**src/rtl/pixel_pattern_writer.sv**
```systemverilog
// -----------------------------------------------------------------------------
// pixel_pattern_writer
//
// Bus-master FSM that brings up the memory-mapped display and fills it:
//   1. poll the status register until bit1 is set, then until bit0 is set,
//   2. write PIX_COUNT pixel words starting at BASE_ADDR+PIX_OFS,
//   3. write CTRL_VAL to the control register, then report done.
// The fill pattern (solid / incrementing / checker) is latched at start.
//
// Optional feature macro: PIXGEN_POLL_TIMEOUT_EN
//   Defined   -> polling is bounded by TIMEOUT cycles; expiry ends the run in
//                DONE with o_error=1 and no writes issued.
//   Undefined -> polling waits forever, o_error is tied low.
//
// Ports
//   i_clock      clock, all state on rising edge
//   i_reset      synchronous active-high reset
//   i_start      begin a sequence (sampled in IDLE and DONE only)
//   i_mode[1:0]  0 solid, 1 incrementing, 2 checker, 3 solid
//   o_mem_addr   bus address
//   o_mem_wdata  bus write data
//   o_mem_we     write request
//   o_mem_re     read request
//   i_mem_rdata  read data, valid when i_mem_ready && o_mem_re
//   i_mem_ready  completes the current request on this edge
//   o_busy       high in every state except IDLE/DONE
//   o_done       high in DONE until the next accepted start
//   o_error      poll timeout flag
// -----------------------------------------------------------------------------
module pixel_pattern_writer #(
   parameter int unsigned       DATA_W     = 64,
   parameter int unsigned       ADDR_W     = 64,
   parameter logic [ADDR_W-1:0] BASE_ADDR  = 64'h0200_0000_0000_0000,
   parameter int unsigned       STATUS_OFS = 2,
   parameter int unsigned       CTRL_OFS   = 0,
   parameter int unsigned       PIX_OFS    = 604,
   parameter int unsigned       PIX_COUNT  = 600,
   parameter logic [DATA_W-1:0] CTRL_VAL   = 64'd5,
   parameter logic [DATA_W-1:0] COLOR      = 64'hC030_0CF0_3CCC_54FC,
   parameter int unsigned       TIMEOUT    = 1024
) (
   input  logic              i_clock,
   input  logic              i_reset,
   input  logic              i_start,
   input  logic [1:0]        i_mode,
   output logic [ADDR_W-1:0] o_mem_addr,
   output logic [DATA_W-1:0] o_mem_wdata,
   output logic              o_mem_we,
   output logic              o_mem_re,
   input  logic [DATA_W-1:0] i_mem_rdata,
   input  logic              i_mem_ready,
   output logic              o_busy,
   output logic              o_done,
   output logic              o_error
);

   // Index must be able to hold PIX_COUNT (the value after the last pixel).
   localparam int unsigned       IDX_W       = (PIX_COUNT > 0) ? $clog2(PIX_COUNT + 1) : 1;
   localparam logic [IDX_W-1:0]  LAST_IDX    = IDX_W'((PIX_COUNT > 0) ? PIX_COUNT - 1 : 0);
   localparam logic [ADDR_W-1:0] STATUS_ADDR = BASE_ADDR + ADDR_W'(STATUS_OFS);
   localparam logic [ADDR_W-1:0] CTRL_ADDR   = BASE_ADDR + ADDR_W'(CTRL_OFS);
   localparam logic [ADDR_W-1:0] PIX_BASE    = BASE_ADDR + ADDR_W'(PIX_OFS);

   typedef enum logic [2:0] {
      S_IDLE  = 3'd0,
      S_POLL1 = 3'd1,
      S_POLL0 = 3'd2,
      S_FILL  = 3'd3,
      S_CTRL  = 3'd4,
      S_DONE  = 3'd5
   } state_t;

   localparam logic [1:0] M_INCR    = 2'd1;
   localparam logic [1:0] M_CHECKER = 2'd2;

   state_t            r_state;
   state_t            w_next;
   logic [IDX_W-1:0]  r_index;
   logic [1:0]        r_mode;
   logic              w_start_ok;
   logic              w_polling;
   logic              w_timeout;
   logic [DATA_W-1:0] w_pix;
   logic [ADDR_W-1:0] w_pix_addr;

   // Only the two status bits are inspected; TIMEOUT is folded in so the
   // default build does not carry a dangling parameter.
   logic w_unused_bits;
   assign w_unused_bits = ^{i_mem_rdata[DATA_W-1:2], (TIMEOUT != 0)};

   // A start is honoured only when not busy; DONE behaves like IDLE here.
   assign w_start_ok = i_start && ((r_state == S_IDLE) || (r_state == S_DONE));
   assign w_polling  = (r_state == S_POLL1) || (r_state == S_POLL0);

   // --------------------------------------------------------------------------
   // Optional poll timeout
   // --------------------------------------------------------------------------
`ifdef PIXGEN_POLL_TIMEOUT_EN
   localparam int unsigned      TMO_W    = (TIMEOUT > 1) ? $clog2(TIMEOUT) : 1;
   localparam logic [TMO_W-1:0] TMO_LAST = TMO_W'((TIMEOUT > 0) ? TIMEOUT - 1 : 0);

   logic [TMO_W-1:0] r_tmo_cnt;
   logic             r_error;

   // Counter covers POLL1 and POLL0 together; POLL1 is only ever entered
   // through an accepted start, so that is where it clears.
   always_ff @(posedge i_clock) begin
      if (i_reset) begin
         r_tmo_cnt <= '0;
      end else if (w_start_ok) begin
         r_tmo_cnt <= '0;
      end else if (w_polling) begin
         r_tmo_cnt <= r_tmo_cnt + 1'b1;
      end
   end

   // Expires on the TIMEOUT-th poll cycle.
   assign w_timeout = w_polling && (r_tmo_cnt == TMO_LAST);

   always_ff @(posedge i_clock) begin
      if (i_reset) begin
         r_error <= 1'b0;
      end else if (w_start_ok) begin
         r_error <= 1'b0;
      end else if (w_polling && (w_next == S_DONE)) begin
         r_error <= 1'b1;
      end
   end

   assign o_error = r_error;
`else
   assign w_timeout = 1'b0;
   assign o_error   = 1'b0;
`endif

   // --------------------------------------------------------------------------
   // FSM: state register
   // --------------------------------------------------------------------------
   always_ff @(posedge i_clock) begin
      if (i_reset) begin
         r_state <= S_IDLE;
      end else begin
         r_state <= w_next;
      end
   end

   // --------------------------------------------------------------------------
   // FSM: next state
   // --------------------------------------------------------------------------
   always_comb begin
      w_next = r_state;
      case (r_state)
         S_IDLE: begin
            if (w_start_ok) w_next = S_POLL1;
         end
         S_POLL1: begin
            // A successful read wins over an expiring timeout.
            if (i_mem_ready && i_mem_rdata[1]) w_next = S_POLL0;
            else if (w_timeout)                 w_next = S_DONE;
         end
         S_POLL0: begin
            if (i_mem_ready && i_mem_rdata[0]) w_next = (PIX_COUNT == 0) ? S_CTRL : S_FILL;
            else if (w_timeout)                 w_next = S_DONE;
         end
         S_FILL: begin
            if (i_mem_ready && (r_index == LAST_IDX)) w_next = S_CTRL;
         end
         S_CTRL: begin
            if (i_mem_ready) w_next = S_DONE;
         end
         S_DONE: begin
            if (w_start_ok) w_next = S_POLL1;
         end
         default: w_next = S_IDLE;
      endcase
   end

   // --------------------------------------------------------------------------
   // Datapath registers: latched mode and pixel index
   // --------------------------------------------------------------------------
   always_ff @(posedge i_clock) begin
      if (i_reset) begin
         r_mode <= 2'd0;
      end else if (w_start_ok) begin
         r_mode <= i_mode;
      end
   end

   // Index is held at 0 through POLL0 so FILL always begins at pixel 0.
   always_ff @(posedge i_clock) begin
      if (i_reset) begin
         r_index <= '0;
      end else if (w_start_ok || (r_state == S_POLL0)) begin
         r_index <= '0;
      end else if ((r_state == S_FILL) && i_mem_ready) begin
         r_index <= r_index + 1'b1;
      end
   end

   // Pattern generator: mode 3 falls through to solid.
   always_comb begin
      w_pix = COLOR;
      case (r_mode)
         M_INCR:    w_pix = COLOR + DATA_W'(r_index);
         M_CHECKER: w_pix = r_index[0] ? ~COLOR : COLOR;
         default:   w_pix = COLOR;
      endcase
   end

   assign w_pix_addr = PIX_BASE + ADDR_W'(r_index);

   // --------------------------------------------------------------------------
   // FSM: outputs
   // Outputs depend only on registered state, so a pending request stays
   // stable until the edge on which i_mem_ready completes it, and a reset
   // drops it on that same edge.
   // --------------------------------------------------------------------------
   always_comb begin
      o_mem_addr  = '0;
      o_mem_wdata = '0;
      o_mem_we    = 1'b0;
      o_mem_re    = 1'b0;
      o_busy      = 1'b0;
      o_done      = 1'b0;
      case (r_state)
         S_POLL1, S_POLL0: begin
            o_mem_re   = 1'b1;
            o_mem_addr = STATUS_ADDR;
            o_busy     = 1'b1;
         end
         S_FILL: begin
            o_mem_we    = 1'b1;
            o_mem_addr  = w_pix_addr;
            o_mem_wdata = w_pix;
            o_busy      = 1'b1;
         end
         S_CTRL: begin
            o_mem_we    = 1'b1;
            o_mem_addr  = CTRL_ADDR;
            o_mem_wdata = CTRL_VAL;
            o_busy      = 1'b1;
         end
         S_DONE: begin
            o_done = 1'b1;
         end
         default: ;
      endcase
   end

endmodule
```
**config.mk**
```make
export PLATFORM = sky130hd
export DESIGN_NAME = pixel_pattern_writer
export DESIGN_NICKNAME = d
export VERILOG_FILES = /design/src/rtl/pixel_pattern_writer.sv
export SDC_FILE = /design/constraint.sdc
export NUM_CORES = 1
export LEC_CHECK = 0
export ABC_CLOCK_PERIOD_IN_PS = 2800
export CAP_MARGIN = 15
export CORE_MARGIN = 2
export CORE_UTILIZATION = 28
export CTS_BUF_LIST = sky130_fd_sc_hd__clkbuf_16
export DETAILED_ROUTE_END_ITERATION = 10
export PLACE_DENSITY_LB_ADDON = 0.1
export REMOVE_ABC_BUFFERS = 1
export SYNTH_ARGS = -nofsm -noshare
export SYNTH_HDL_FRONTEND = slang
export SYNTH_SLANG_ARGS = --single-unit
export TNS_END_PERCENT = 10
```
**constraint.sdc**
```tcl
create_clock -name i_clock -period 2.8 [get_ports i_clock]
set_input_delay 0.56 -clock i_clock [delete_from_list [all_inputs] [get_ports i_clock]]
set_output_delay 0.56 -clock i_clock [all_outputs]
set_load 0.02 [all_outputs]
```
* After elaboration in Yosys (flattened, before gate mapping) *
Index checks and enable logic that the tools add are counted.
Widths: inputs -> output; s select.

operators by class
  add/sub/neg operators = 3
  $mul = 0
  div/mod/pow operators = 0
  magnitude comparators = 0
  equality and inequality tests = 13
  shifts and indexed selects = 0
  multiplexer cells = 14
  bitwise operators = 0
  reductions and logical operators = 14

operator list
  cell                    count
  $pmux 64 s2             2
  $pmux 59 s3             1
  $add 63x11->64 const A  1
  $mux 64                 1
  $add 58x10->59 const A  1
  $mux 3                  5
  $pmux 3 s5              1
  $add 10x1->10 const B   1
  $eq 10x10->1 const B    1
  $reduce_or 2->1         4
  $eq 3x2->1 const B      2
  $eq 3x3->1 const B      2
  $ne 2x2->1 const B      3
  $logic_and 1x1->1       5
  $reduce_and 5->1        1
  $mux 1                  4
  $ne 2x1->1 const B      2
  $reduce_or 4->1         1
  $eq 3x1->1 const B      1
  $logic_not 3->1         1
  $eq 2x1->1 const B      1
  $eq 2x2->1 const B      1
  $logic_or 1x1->1        2

storage, ports and cells
  register bits after elaboration = 15
  bits in latches = 0
  memory bits (writable) = 0
  bits in read-only memories = 0
  logic and storage cells = 47
  memories = 0

* Logic depth before layout (Yosys ltp) *
Gate-level depths: netlist (run 1).

  word-level depth = 5
  depth in mapped cells = 7

* Worst setup path after synthesis (run 1) *
No wires, ideal clock.

  path kind = reg2out
  from = register r_state[0]
  to = output port o_mem_wdata[15]
  arrival time = 2.495 ns
  required time = 2.240 ns
  path slack = -0.255 ns
  stages on the path, launching flop included = 7
  cell sequence = dfxtp_1 -> buf_6 -> buf_2 -> nand3b_1 -> clkbuf_1 -> nor2_1 -> buf_4

between the ends
  word-level cells in the longest chain between the ends = 2

RTL lines
  item                                      RTL line  source
  start: declaration                        76        state_t r_state;
  start signal: assignment                  143       r_state <= w_next;
  $eq 3x3->1 or $eq 3x2->1 (tied branches)  225       case (r_state)
  $pmux 64 s2 *                             225
  end: declaration                          47        output logic [DATA_W-1:0] o_mem_wdata,

Every way passes the cells marked *; elsewhere a longest branch is shown, timed or not.

* Final worst setup path (run 1) *
  from = register r_state[0]
  to = output port o_mem_wdata[18]

Same word-level chain as after synthesis.

==> results of run 1 <==
==> tightest hold or removal path, cell delays in order, from the launching register on <==
cell	delay (ps)
sky130_fd_sc_hd__dfxtp_1	340
sky130_fd_sc_hd__mux2i_1	70
sky130_fd_sc_hd__nor2_1	70
==> synthesized netlist by cell type (all sizes together) <==
cell,n,area [um^2]
a21boi,1,7.510
a21o,3,22.52
a21oi,12,63.81
a31o,1,8.760
a31oi,1,6.260
and2,3,18.77
and3b,1,8.760
buf,112,824.5
clkbuf,6,22.52
conb,1,3.750
dfxtp,15,300.3
ha,6,75.07
inv,8,30.03
mux2,2,26.27
mux2i,4,40.04
nand2,15,56.30
nand2b,6,37.54
nand3,7,35.03
nand3b,1,7.510
nand4,3,18.77
nand4b,2,32.53
nor2,20,75.07
nor2b,3,18.77
nor3,7,35.03
nor3b,1,12.51
nor4,2,18.77
o2111ai,1,8.760
o211a,2,20.02
o21a,3,22.52
o21ai,12,60.05
o21bai,1,7.510
o221ai,1,8.760
o22ai,2,12.51
o41ai,1,8.760
or3,4,25.02
or4,1,7.510
xnor2,12,105.1
xor2,3,26.28
==> power groups by stage <==
stage / Clock [mW] / Combinational (mW) / Sequential, mW
final: 0.277 / 0.917 / 0.256
after global routing: 0.293 / 0.981 / 0.260
after CTS: 0.281 / 0.933 / 0.255
after detailed placement: 0 / 0.936 / 0.259
after global placement: 0 / 0.932 / 0.260
after floorplan: 0 / 0.499 / 0.289
==> area by class of cell <==
| type | instances | share of cell area, % |
|---|---|---|
| Inverter | 8 | 1.109 |
| Clock buffer | 3 | 2.771 |
| Clock inverter | 1 | 0.1386 |
| Sequential cell | 15 | 11.09 |
| Multi-Input combinational cell | 197 | 42.31 |
| Tap cell | 99 | 4.573 |
| Timing Repair Buffer | 105 | 38.01 |
==> metal layers <==
metal	wire length, um	GRT usage, %	vias to the layer above
met1	2272	15.37	802
met3	446	2.573	4
met4	56	3.409	0
li1	-	-	871
met2	2328	19.81	104
met5	0	0	-
==> worst paths after layout <==
kind	from	to	depth (start not counted)
max	r_state[0]	o_mem_wdata[18]	5
min	r_mode[0]	r_mode[0]	2
max reg2reg	r_index[0]	r_state[1]	6
min reg2reg	r_mode[0]	r_mode[0]	2
==> cell usage in the layout (no fill, tap or decap), drive strengths merged, types with 2 or more instances in the layout <==
cell type / netlist / layout
dlymetal6s2s: 0 / 9
mux2: 2 / 2
nand4b: 2 / 2
nand2: 15 / 15
dfxtp: 15 / 15
or3: 4 / 4
o22ai: 2 / 2
ha: 6 / 6
clkbuf: 6 / 4
dlygate4sd2: 0 / 5
nor4: 2 / 2
a21oi: 12 / 12
o21ai: 12 / 12
nor2: 20 / 20
conb: 1 / 53
o211a: 2 / 2
inv: 8 / 9
nand2b: 6 / 6
xor2: 3 / 3
nand4: 3 / 3
o21a: 3 / 3
nand3: 7 / 7
nor3: 7 / 7
nor2b: 3 / 3
xnor2: 12 / 12
a21o: 3 / 3
clkdlybuf4s50: 0 / 72
buf: 112 / 18
and2: 3 / 3
mux2i: 4 / 4
==> sequential cells by signal, indices dropped and copies added, names as in the netlist <==
name,cells
r_state,3
r_mode,2
r_index,10
==> logic make-up (layout without fill, tap and decap cells) <==
group           count (synthesis)  after routing  synth area share, %
compound gates                 41             41                12.16
buf+inv                       126            117                41.38
flops                          15             15                14.17
mux                             6              6                3.129
simple gates                   76             76                19.24
xor+xnor                       15             15                6.199
other cells                     1             53               0.1769
fa+ha+maj                       6              6                3.542
==> metrics by stage <==
step | hold slack, ps | total power, mW | setup TNS [ps] | setup WS [ps] | instance area [um^2]
6_report | 523.7 | 1.451 | 0 | 88.20 | 2709
5_1_grt | 560.1 | 1.534 | -369.2 | -33.47 | 2709
4_1_cts | 535.2 | 1.469 | 0 | 10.08 | 2684
3_5_place_dp | 521.7 | 1.195 | 0 | 153.2 | 2613
3_3_place_gp | 521.0 | 1.192 | 0 | 164.9 | 2613
2_1_floorplan | 487.1 | 0.7875 | -237530 | -6543 | 1468
==> impl_metrics.py, run 1 <==
metrics = {
    "cells_and_area": {
        "fillers": 774,
        "multi_input_area_um2": 1146,
        "final_nets": 406,
        "final_util_pct": 37.15,
        "final_layout_size_suffix_gt1_share_pct": 10.03,
        "layout.cells.non_filler": 428,
        "antenna_cells": 0,
        "synthToLayoutAreaGrowth_pct": 27.80,
        "final-seq-area_um2": 300.3,
    },
    "logic_synthesis": {
        "synth.avg_cell_area_um2": 7.411,
        "syn-instance-count": 286,
        "synthesis.yosys.warnings": 0,
        "syn_area_um2": 2120,
        "postSynthRegisterBits": 15,
        "number_of_distinct_library_cell_variants_in_the_gate_level_netlist_after_synthesis": 46,
        "ys_seq_area_share_pct": 14.17,
    },
    "worst_setup_path": {
        "crit_buf_inv": 2,
        "crit_path_end_kind": "output pin",
        "timing.critical_path.fanout_max": 18,
        "critical-path-top-delay-family": "buffers and inverters",
        "cp.required_ps": 2240,
        "critPathArrivalTime_ps": 2150,
        "critPathSlowestCell": "sky130_fd_sc_hd__clkdlybuf4s50_1",
        "crit_type": "flop to output pin",
        "worst_reg_to_reg_setup_slack_ps": 800,
        "cpPeakStageDelay_ps": 630,
        "setup.worst_path.start_class": "flop",
        "critical_path.most_common_cell": "sky130_fd_sc_hd__nand2_1",
        "cells_along_the_critical_path": "and3b_2, nand2_1, nand2_1, buf_4, clkdlybuf4s50_1",
    },
    "worst_hold_path": {
        "holdCritPathClass": "flop to flop",
    },
    "clock_network": {
        "postCtsSetupRepairBufs": 0,
        "clkSinkCount": 15,
        "cts_made_buffers": 3,
        "clk_path_buf_depth": 2,
        "post_cts_hold_buffer_count": 0,
        "clock-root-buffer": "sky130_fd_sc_hd__clkbuf_16",
        "htree_levels": 1,
        "clkSlewWorstSetupHoldPaths_ps": 50,
        "cts_tree": "built",
        "insertion_delay_ps": 250,
        "cts-resized-gates": 6,
    },
    "timing": {
        "clock-skew-final_ps": 3.289,
        "fin_crit_ps": 2712,
        "finalCritPeriodShare_pct": 96.85,
        "final_hold_fails": 0,
        "fmaxAchievable_ghz": 0.3688,
        "report.final.setup_viol": 0,
        "final-max-slew-violation-count": 0,
        "grt_setup_unrepaired": "yes",
    },
    "power": {
        "internal_power_of_the_cells_uw": 822.1,
        "clkPwrFrac_pct": 19.1,
        "power_leakage_nw": 1.305,
        "power_frac_seq_pct": 17.7,
        "peakVddDrop_mv": 0.2579,
        "pwr-share-comb_pct": 63.2,
        "pwr_density_cell_nw_per_um2": 535.5,
        "power.switching_fraction_pct": 43.33,
        "switchingPower_uw": 628.5,
    },
    "floorplan": {
        "floorplan.die.width_um": 91.01,
        "placementRows": 31,
        "initial_utilization_pct": 29.07,
        "pin_count": 203,
        "chipHeight_um": 91.01,
        "design.die.area_um2": 8282,
        "coreArea_um2": 7292,
    },
    "global_routing": {
        "first_pass_grt_wire_length_mm": 7.976,
        "pin_count_of_the_biggest_net_entering_global_routing": 29,
        "global_route.usage.total_pct": 11.88,
        "number_of_antenna_violations_at_the_first_check_in_global_routing": 0,
        "grt_overflow": 0,
        "first_global_vias": 1603,
    },
    "detailed_routing": {
        "num_vias": 1781,
        "total_length_of_routed_wires_mm": 5.103,
        "drtIter0Drc": 73,
        "detail_route.drc_violations": 0,
        "wl_per_cell_um": 11.92,
        "firstDrtPassIters": 4,
        "route.antenna.remaining_nets": 0,
        "detail_route.vias_per_cell": 4.161,
    },
    "outcome": {
        "status": "completed",
    },
    "place": {
        "dpl.cell_count": 424,
        "port_buffers": 87,
        "dp.final_hpwl_mm": 4.166,
        "globalplace.congestion": 0.8035,
    },
    "run": {
        "max_cap_viol_count": 0,
    },
}
(Power assumes the default switching activity.)
==> run 2, diff against run 1 <==
- ABC_AREA: not set -> 1
- ABC_CLOCK_PERIOD_IN_PS: 2800 -> 2380
- clock period: 2.8 -> 2.38 ns (I/O delays scaled with it)
==> run 2 against run 1 <==
Against the previous run:
- cell area shrank 1.0%
- die area shrank 0.29%
- register-to-register slack gained 100 ps
==> impl_metrics.py, run 2 <==
metrics = {
    "outcome": {
        "status": "completed",
    },
    "detailed_routing": {
        "wl_per_cell_um": 10.69,
        "total_length_of_routed_wires_mm": 5.175,
        "detail_route.vias_per_cell": 3.992,
        "detail_route.drc_violations": 0,
        "drtIter0Drc": 48,
        "firstDrtPassIters": 4,
        "route.antenna.remaining_nets": 0,
        "num_vias": 1932,
    },
    "run": {
        "max_cap_viol_count": 0,
    },
    "clock_network": {
        "cts-resized-gates": 72,
        "cts_made_buffers": 3,
        "clkSlewWorstSetupHoldPaths_ps": 50,
        "cts_tree": "built",
        "clock-root-buffer": "sky130_fd_sc_hd__clkbuf_16",
        "htree_levels": 1,
        "post_cts_hold_buffer_count": 0,
        "clk_path_buf_depth": 2,
        "clkSinkCount": 15,
        "insertion_delay_ps": 250,
        "postCtsSetupRepairBufs": 0,
    },
    "floorplan": {
        "initial_utilization_pct": 28.98,
        "design.die.area_um2": 8258,
        "coreArea_um2": 7292,
        "chipHeight_um": 90.88,
        "floorplan.die.width_um": 90.88,
        "placementRows": 31,
        "pin_count": 203,
    },
    "worst_hold_path": {
        "holdCritPathClass": "flop to flop",
        "hold_path_startpoint": "r_mode[0]",
        "holdPathStages": 2,
        "min_delay_worst_endpoint": "r_mode[0]",
    },
    "cells_and_area": {
        "final_nets": 462,
        "largest_reg_flops": 10,
        "layout.cells.non_filler": 484,
        "antenna_cells": 0,
        "fillers": 847,
        "leading_cell_type_in_the_layout_fill_and_taps_excluded": "sky130_fd_sc_hd__dlygate4sd2_1",
        "mostFrequentLayoutCells": "sky130_fd_sc_hd__dlygate4sd2_1 (65), sky130_fd_sc_hd__nand2_1 (58), sky130_fd_sc_hd__conb_1 (53), sky130_fd_sc_hd__inv_1 (30), sky130_fd_sc_hd__nor2_1 (30)",
        "synthToLayoutAreaGrowth_pct": 26.88,
        "largest_register": "r_index",
        "final_layout_size_suffix_gt1_share_pct": 12.47,
        "registers_with_the_most_flip_flops": "r_index x10, r_state x3, r_mode x2",
    },
    "worst_setup_path": {
        "r2r_end": "r_index[7]",
        "worstRegToRegCells": 6,
        "critPathArrivalTime_ps": 1900,
        "crit_path_end_kind": "output pin",
        "crit_type": "flop to output pin",
        "cp.required_ps": 1900,
        "setup.worst_path.start": "r_state[2]",
        "worstReg2RegStart": "r_state[0]",
        "worst_reg_to_reg_setup_slack_ps": 900,
        "timing.critical_path.fanout_max": 10,
        "setup.worst_path.start_class": "flop",
    },
    "place": {
        "dpl.cell_count": 480,
        "globalplace.congestion": 0.7963,
        "port_buffers": 87,
        "dp.final_hpwl_mm": 4.322,
    },
    "logic_synthesis": {
        "synth_largest_type_area_fraction_pct": 36.94,
        "number_of_distinct_library_cell_variants_in_the_gate_level_netlist_after_synthesis": 29,
        "synthDominantAreaCellType": "sky130_fd_sc_hd__buf_4",
        "syn_area_um2": 2113,
        "ys_dominant_reg_cell": "sky130_fd_sc_hd__dfxtp_1",
        "number_of_enable_flip_flop_cells_after_synthesis": 0,
        "synth_area_leaders": "sky130_fd_sc_hd__buf_4 (37%), sky130_fd_sc_hd__dfxtp_1 (14%), sky130_fd_sc_hd__nand2_1 (10%)",
        "postSynthRegisterBits": 15,
        "syn-instance-count": 330,
        "synth.avg_cell_area_um2": 6.404,
        "synthesis.yosys.warnings": 0,
        "ys_top_cells_by_count": "sky130_fd_sc_hd__buf_4 (104), sky130_fd_sc_hd__nand2_1 (59), sky130_fd_sc_hd__nor2_1 (32)",
        "post-synth-top-count-cell": "sky130_fd_sc_hd__buf_4",
        "ys_seq_area_share_pct": 14.21,
        "share_of_flip_flops_with_an_asynchronous_set_or_reset_after_synthesis_pct": 0,
    },
    "power": {
        "power.switching_fraction_pct": 49.31,
        "switchingPower_uw": 926.3,
        "clkPwrFrac_pct": 17.7,
        "internal_power_of_the_cells_uw": 952.4,
        "power_frac_seq_pct": 17.5,
        "peakVddDrop_mv": 0.7998,
        "power_leakage_nw": 1.672,
        "pwr_density_cell_nw_per_um2": 700.7,
        "pwr-share-comb_pct": 64.8,
    },
    "timing": {
        "fmaxAchievable_ghz": 0.4207,
        "finalCritPeriodShare_pct": 99.88,
        "report.final.setup_viol": 0,
        "final_hold_fails": 0,
        "fin_crit_ps": 2377,
        "grt_setup_unrepaired": "yes",
        "clock-skew-final_ps": 1.335,
        "final-max-slew-violation-count": 0,
        "holdWs_ps": 491.2,
    },
    "global_routing": {
        "number_of_antenna_violations_at_the_first_check_in_global_routing": 0,
        "grt_overflow": 0,
        "first_global_vias": 1728,
        "first_pass_grt_wire_length_mm": 8.010,
        "global_route.usage.total_pct": 11.75,
        "pin_count_of_the_biggest_net_entering_global_routing": 26,
    },
}
==> run 2: cell families after synthesis <==
logic type / share of synthesized area (%)
AND/OR/NAND/NOR: 28.42
adder cells (fa/ha/maj): 3.552
other: 0.1774
buffers and inverters: 44.23
XOR/XNOR: 0.4145
AO/OA/AOI/OAI: 8.999
flip-flops: 14.21
==> run 2: layer usage <==
layer  wire (um)  track usage, %  vias up
met5           0               0        -
met4          40           3.409        0
met3         347           2.003        4
met2        2498           21.52       90
met1        2289           13.98      844
li1            -               -      994
==> run 2: layout make-up <==
class	count	area [um^2]	area share, %
sequential	15	301.5	11.25
tap	99	123.9	4.620
multi-input combinational	225	1086	40.50
timing repair buffer	108	967.2	36.07
clock buffer	3	75.07	2.800
inverter	33	123.9	4.620
clock inverter	1	3.754	0.1400
==> run 2: how the worst max path moves through the flow <==
stage	cells after the start	slack, ps	to
3_3_place_gp	9	30	o_mem_addr[8]
2_1_floorplan	2	-6610	o_mem_wdata[13]
6_report	7	3	o_mem_addr[57]
4_1_cts	7	-40	o_busy
3_5_place_dp	9	30	o_mem_addr[8]
5_1_grt	7	-110	o_mem_addr[57]
==> run 2: power groups by stage <==
stage                     Combinational [mW]  Clock [mW]  Sequential [mW]
after detailed placement                1.30           0            0.328
after CTS                               1.23       0.341            0.323
after global routing                    1.33       0.354            0.335
after floorplan                        0.768           0            0.326
after global placement                  1.30           0            0.325
final                                   1.22       0.333            0.329
==> run 2: metrics by stage <==
| step | worst slack [ps] | power, mW | TNS, ps | utilization, % | instance area, um^2 |
|---|---|---|---|---|---|
| after floorplan | -6615 | 1.095 | -242460 | - | 1498 |
| after global placement | 28.33 | 1.627 | 0 | 36.69 | 2675 |
| after detailed placement | 31.09 | 1.623 | 0 | 36.69 | 2675 |
| after CTS | -41.20 | 1.893 | -117.9 | 36.62 | 2670 |
| after global routing | -113.5 | 2.017 | -222.2 | 36.77 | 2681 |
| final | 2.833 | 1.879 | 0 | 36.77 | 2681 |
==> run 2: worst max-delay path, stage by stage, from the launching register on <==
cell and delay, ps:
sky130_fd_sc_hd__dfxtp_1 470, sky130_fd_sc_hd__inv_2 100, sky130_fd_sc_hd__nand3_2 90, sky130_fd_sc_hd__buf_4 210, sky130_fd_sc_hd__nand2_4 90, sky130_fd_sc_hd__inv_1 100
sky130_fd_sc_hd__nand2_1 60, sky130_fd_sc_hd__clkdlybuf4s50_1 540
